**src/rtl/apu_divn_if.sv**
```systemverilog
// Configuration write and counter readback bus for the apu_divn channel bank.
interface apu_divn_if #(
    parameter int unsigned PERIOD_BITS = 16,
    parameter int unsigned CH_BITS     = 2
);
    logic                   wr_en;
    logic [CH_BITS-1:0]     wr_ch;
    logic [PERIOD_BITS-1:0] wr_period;
    logic                   wr_oneshot;
    logic [CH_BITS-1:0]     rd_ch;
    logic [PERIOD_BITS-1:0] rd_cnt;

    modport master (
        output wr_en, wr_ch, wr_period, wr_oneshot, rd_ch,
        input  rd_cnt
    );

    modport slave (
        input  wr_en, wr_ch, wr_period, wr_oneshot, rd_ch,
        output rd_cnt
    );
endinterface

```
**src/rtl/apu_divn.sv**
```systemverilog
// Bank of independent programmable tick dividers with loop / one-shot modes,
// per-channel reload and halt, and a readback mux for the live counter.
module apu_divn #(
    parameter int unsigned CHANNELS    = 4,
    parameter int unsigned PERIOD_BITS = 16,
    parameter int unsigned CH_BITS     = 2
) (
    input  logic                clk_in,
    input  logic                rst_in,
    input  logic [CHANNELS-1:0] pulse_in,
    input  logic [CHANNELS-1:0] reload_in,
    input  logic [CHANNELS-1:0] halt_in,
    output logic [CHANNELS-1:0] pulse_out,
    output logic [CHANNELS-1:0] active_out,
    apu_divn_if.slave           cfg
);

    typedef enum logic {
        IDLE = 1'b0,
        RUN  = 1'b1
    } state_e;

    state_e                 state_q  [CHANNELS];
    state_e                 state_d  [CHANNELS];
    logic [PERIOD_BITS-1:0] period_q [CHANNELS];
    logic [PERIOD_BITS-1:0] period_d [CHANNELS];
    logic [PERIOD_BITS-1:0] cnt_q    [CHANNELS];
    logic [PERIOD_BITS-1:0] cnt_d    [CHANNELS];
    logic                   oneshot_q[CHANNELS];
    logic                   oneshot_d[CHANNELS];
    logic [CHANNELS-1:0]    pulse_d;

    // Per-channel next state; a same-cycle write bypasses into the reload value.
    always_comb begin
        pulse_d = '0;
        for (int c = 0; c < int'(CHANNELS); c++) begin
            logic                   wr_hit;
            logic [PERIOD_BITS-1:0] eff_period;

            state_d[c]   = state_q[c];
            period_d[c]  = period_q[c];
            cnt_d[c]     = cnt_q[c];
            oneshot_d[c] = oneshot_q[c];

            wr_hit     = cfg.wr_en && (cfg.wr_ch == CH_BITS'(c));
            eff_period = wr_hit ? cfg.wr_period : period_q[c];

            if (wr_hit) begin
                period_d[c]  = cfg.wr_period;
                oneshot_d[c] = cfg.wr_oneshot;
            end

            if (reload_in[c]) begin
                cnt_d[c]   = eff_period;
                state_d[c] = RUN;
            end else if ((state_q[c] == RUN) && !halt_in[c] && pulse_in[c]) begin
                if (cnt_q[c] != '0) begin
                    cnt_d[c] = cnt_q[c] - PERIOD_BITS'(1);
                end else begin
                    pulse_d[c] = 1'b1;
                    if (oneshot_q[c]) begin
                        state_d[c] = IDLE;
                        cnt_d[c]   = '0;
                    end else begin
                        cnt_d[c] = eff_period;
                    end
                end
            end
        end
    end

    always_ff @(posedge clk_in) begin
        if (rst_in) begin
            for (int c = 0; c < int'(CHANNELS); c++) begin
                state_q[c]   <= IDLE;
                period_q[c]  <= '0;
                cnt_q[c]     <= '0;
                oneshot_q[c] <= 1'b0;
            end
        end else begin
            for (int c = 0; c < int'(CHANNELS); c++) begin
                state_q[c]   <= state_d[c];
                period_q[c]  <= period_d[c];
                cnt_q[c]     <= cnt_d[c];
                oneshot_q[c] <= oneshot_d[c];
            end
        end
    end

    // Underflow pulse is same-cycle by design; reset forces both flags low.
    always_comb begin
        pulse_out  = '0;
        active_out = '0;
        for (int c = 0; c < int'(CHANNELS); c++) begin
            pulse_out[c]  = pulse_d[c] && !rst_in;
            active_out[c] = (state_q[c] == RUN) && !rst_in;
        end
    end

    // Unpopulated channel indices read back as zero.
    always_comb begin
        cfg.rd_cnt = '0;
        for (int c = 0; c < int'(CHANNELS); c++) begin
            if (cfg.rd_ch == CH_BITS'(c)) begin
                cfg.rd_cnt = cnt_q[c];
            end
        end
    end

endmodule

```
**src/flat_wrapper.sv**
```systemverilog
// flat-port wrapper written by rule: the top's interface ports become plain ports
module apu_divn_flat 
#(
    parameter int unsigned CHANNELS    = 4,
    parameter int unsigned PERIOD_BITS = 16,
    parameter int unsigned CH_BITS     = 2
)
  (clk_in, rst_in, pulse_in, reload_in, halt_in, pulse_out, active_out, cfg_wr_en, cfg_wr_ch, cfg_wr_period, cfg_wr_oneshot, cfg_rd_ch, cfg_rd_cnt);
  apu_divn_if #(.PERIOD_BITS(PERIOD_BITS), .CH_BITS(CH_BITS)) cfg_i ();
  input  logic clk_in;
  input  logic rst_in;
  input  logic [CHANNELS-1:0] pulse_in;
  input  logic [CHANNELS-1:0] reload_in;
  input  logic [CHANNELS-1:0] halt_in;
  output logic [CHANNELS-1:0] pulse_out;
  output logic [CHANNELS-1:0] active_out;
  input wire logic [$bits(cfg_i.wr_en)-1:0] cfg_wr_en;
  input wire logic [$bits(cfg_i.wr_ch)-1:0] cfg_wr_ch;
  input wire logic [$bits(cfg_i.wr_period)-1:0] cfg_wr_period;
  input wire logic [$bits(cfg_i.wr_oneshot)-1:0] cfg_wr_oneshot;
  input wire logic [$bits(cfg_i.rd_ch)-1:0] cfg_rd_ch;
  output wire logic [$bits(cfg_i.rd_cnt)-1:0] cfg_rd_cnt;
  assign cfg_i.wr_en = cfg_wr_en;
  assign cfg_i.wr_ch = cfg_wr_ch;
  assign cfg_i.wr_period = cfg_wr_period;
  assign cfg_i.wr_oneshot = cfg_wr_oneshot;
  assign cfg_i.rd_ch = cfg_rd_ch;
  assign cfg_rd_cnt = cfg_i.rd_cnt;
  apu_divn #(.CHANNELS(CHANNELS), .PERIOD_BITS(PERIOD_BITS), .CH_BITS(CH_BITS)) u_core (.clk_in(clk_in), .rst_in(rst_in), .pulse_in(pulse_in), .reload_in(reload_in), .halt_in(halt_in), .pulse_out(pulse_out), .active_out(active_out), .cfg(cfg_i));
endmodule
```
**config.mk**
```make
export PLATFORM = sky130hd
export DESIGN_NAME = apu_divn_flat
export DESIGN_NICKNAME = d
export VERILOG_FILES = /design/src/rtl/apu_divn_if.sv /design/src/rtl/apu_divn.sv /design/src/flat_wrapper.sv
export SDC_FILE = /design/constraint.sdc
export NUM_CORES = 1
export LEC_CHECK = 0
export BUFFER_PORTS_ARGS = -buffer_cell sky130_fd_sc_hd__buf_2
export CAP_MARGIN = 20
export CORE_MARGIN = 5
export CORE_UTILIZATION = 40
export DETAILED_ROUTE_END_ITERATION = 7
export GPL_ROUTABILITY_DRIVEN = 0
export PLACE_DENSITY_LB_ADDON = 0.2
export SKIP_CTS_REPAIR_TIMING = 1
export SLEW_MARGIN = 25
export SYNTH_ARGS = -nofsm -noshare
export SYNTH_HDL_FRONTEND = slang
export SYNTH_SLANG_ARGS = --single-unit
```
**constraint.sdc**
```tcl
create_clock -name clk_in -period 2.7 [get_ports clk_in]
set_clock_uncertainty 0.1 [all_clocks]
set_input_delay 0.54 -clock clk_in [delete_from_list [all_inputs] [get_ports clk_in]]
set_output_delay 0.54 -clock clk_in [all_outputs]
set_load 0.02 [all_outputs]
```
==> flow_summary.toml <==
[yosys]
syn_nets = 881
yosys_warnings = 0
postSynthCellCount = 837
synth_area_leaders = "dfxtp_1, mux2i_1, nor2_1"
synth_top_area_share = 0.3766
synthTopCellsByCount = "dfxtp_1, nor2_1, mux2i_1, nand2_1, clkbuf_1"
syn_area_per_cell_sq_um = 8.637
ys_types = 64
ys_seq_area_frac = 0.3766
yosysMostFrequentCell = "dfxtp_1"
syn_area_sq_mm = 0.007229
synth_ff_type = "dfxtp_1"
synth-edff-count = 0
ys_ff_latch = 136
yosysTopAreaCell = "dfxtp_1"
async_reset_ff_frac = 0

[floorplanning]
die_area_sq_mm = 0.02086
coreArea_sq_mm = 0.01790
dieWidth_um = 144.4
io_pins = 60
initial_utilization = 0.4038
die_h_um = 144.4
rows = 49

[power]
fin_total_pwr_mw = 6.805
powerDensity_mw_per_mm2 = 781.6
seq_power_share = 0.343
switchingPower_mw = 2.266
vdd_drop_max_mv = 0.5202
p_leak_nw = 3.551
switching_share = 0.3330
combPwrFrac = 0.294
clockPowerShare = 0.363
p_int_mw = 4.539

[clock_network]
root_buffer = "clkbuf_16"
clock_path_buffers = 2
clk_latency_ns = 0.43
cts.sinks = 136
cts_buffers = 17
cts_tree = "built"
clkTransAtPathRegs_ns = 0.06
htreeDepth = 4

[finish]
stdcell_area_sq_mm = 0.008707
layout-drive-gt1-share = 0.2130
diodes = 0
utilization = 0.4864
final_cells = 1149
areaGrowthSynthToFinish_pct = 20.44
final_nets = 952

[critical_path]
timing.rr.end = "u_core.cnt_q[1][7]"
cp.required_ns = 2.06
cp_top_family = "simple AND/OR/NAND/NOR gates"
crit_slowest_cell = "or4_4"
r2r-start = "u_core.cnt_q[1][8]"
cp-start-kind = "flop"
ff2ff_path_depth = 6
cp_max_fo = 4
cp-end-kind = "primary output"
worstPathCellList = "nor2_1, nand3b_1, or4_4, nor4_2, buf_2"
crit_path_max_incr_delay_ns = 0.46
worstSetupPathType = "flop to primary output"
crit_buf_inv = 1
reg2reg_setup_slack_ns = 0.35
cp.arrival_ns = 2.07

[sta]
slew_viol_final = 0
setup-violations-final = 1
period_share = 1.004
rsz0062_at_grt = "true"
min_period_ns = 2.711
worst_slew_pin_slew_ns = 0.8878
fin_ws_ns = -0.01103
holdWs_ns = 0.3644
max_clock_freq_mhz = 368.9
max-slew-margin-rel = 0.4060
hold_viol_final = 0

[routing]
drt_pass1_iterations = 6
wl_per_cell_um = 22.22
topRoutingLayerUsed = "met5"
drc = 0
drt-met1-wl_um = 10920
routed-wl-met2_um = 11710
via_per_inst = 6.169
drt.antenna.violating_nets = 0
drt-initial-drc-count = 673
dr_wl_met3_um = 2205
drt-total-wl_um = 25530
dr_total_vias = 7088

[global_route]
grt.total_usage = 0.2482
grt_max_degree = 50
grt_pass1_vias = 6586
grt_antenna_before_repair = 2
grt_overflow_total = 0
grt_first_pass_wirelength_um = 39090

[hold_path]
hp-start = "u_core.period_q[1][11]"
holdPathEnd = "u_core.period_q[1][11]"
min_path_cells = 2
hp-class = "flop to flop"

[run]
max_cap_violations = 0

[placement]
place_area_sq_mm = 0.008009
io_buffers = 59
dp_cells = 1114
place_hpwl_um = 18160

[run_status]
violations = "negative setup slack"
status = "finished, violations left"
metal layers:
layer	GRT usage	vias to the layer above
met4	0.07413	2
met2	0.3909	307
met5	0	-
met1	0.3314	3408
met3	0.07209	58
li1	-	3313
power by group through the flow:
stage,registers [mW],logic [mW],clock network [mW]
floorplan,2.29,1.29,0
global placement,2.36,1.90,0
detailed placement,2.36,1.89,0
CTS,2.31,1.90,2.49
global route,2.34,2.17,2.58
finish,2.33,2.00,2.47
cells by family (layout without fill, tap and decap cells):
group | after synthesis | count (layout) | synth area share
and+or+nand+nor | 329 | 329 | 0.2373
AOI/OAI and AO/OA | 206 | 206 | 0.1959
adders and majority gates | 8 | 8 | 0.01385
buffers and inverters | 83 | 166 | 0.04430
muxes | 75 | 75 | 0.1321
DFF | 136 | 136 | 0.3766
registers in the layout, indices dropped and copies added (netlist names):
register and flops:
u_core.period_q 64, u_core.state_q 4, u_core.cnt_q 64, u_core.oneshot_q 4
worst max-delay path by stage:
| stage | start | to | slack [ns] | cells past startpoint |
|---|---|---|---|---|
| 2_1_floorplan | u_core.cnt_q[3][5] | pulse_out[3] | 0.03 | 5 |
| 3_5_place_dp | u_core.cnt_q[1][0] | u_core.cnt_q[1][15] | 0.30 | 8 |
| 4_1_cts | u_core.cnt_q[3][0] | pulse_out[3] | -0.15 | 6 |
| 5_1_grt | u_core.cnt_q[3][5] | pulse_out[3] | -0.07 | 5 |
| 3_3_place_gp | u_core.cnt_q[1][8] | u_core.cnt_q[1][7] | 0.32 | 6 |
| 6_report | u_core.cnt_q[3][10] | pulse_out[3] | -0.01 | 5 |
layout make-up:
cell class / instances / area (sq um)
Multi-Input combinational cell: 618 / 4245
Tap cell: 229 / 286.5
Clock buffer: 22 / 464.2
Inverter: 23 / 86.33
Sequential cell: 136 / 2729
Fill cell: 1766 / 9195
Clock inverter: 9 / 147.6
Timing Repair Buffer: 112 / 748.2
per-stage QoR:
step / worst slack (ns) / TNS [ns]
after floorplan: 0.02783 / 0
after global placement: 0.3163 / 0
after detailed placement: 0.2956 / 0
after CTS: -0.1504 / -0.2725
after global routing: -0.07338 / -0.08193
final: -0.01103 / -0.01103
worst register-to-register path: stages (launching register included):
cell and delay [ns]:
dfxtp_1 0.36, or4_4 0.57, buf_4 0.18, nor2_1 0.22
a31oi_1 0.13, o311ai_0 0.48, o211ai_1 0.16
cell usage in the layout, fill, tap and decap left out, drive strengths merged, types with 14 or more instances in the layout:
| cell | synthesis | layout |
|---|---|---|
| o22ai | 15 | 15 |
| clkbuf | 45 | 22 |
| dfxtp | 136 | 136 |
| mux4 | 16 | 16 |
| mux2i | 56 | 56 |
| o21ai | 29 | 29 |
| nor4 | 27 | 27 |
| nand2 | 55 | 55 |
| inv | 22 | 22 |
| nor3 | 31 | 31 |
| o211ai | 18 | 18 |
| or3 | 14 | 14 |
| buf | 15 | 112 |
| nor2 | 103 | 103 |
| nand3 | 19 | 19 |
| a31oi | 16 | 16 |
| a21oi | 43 | 43 |
No activity file was read; power rests on OpenSTA's default activity.
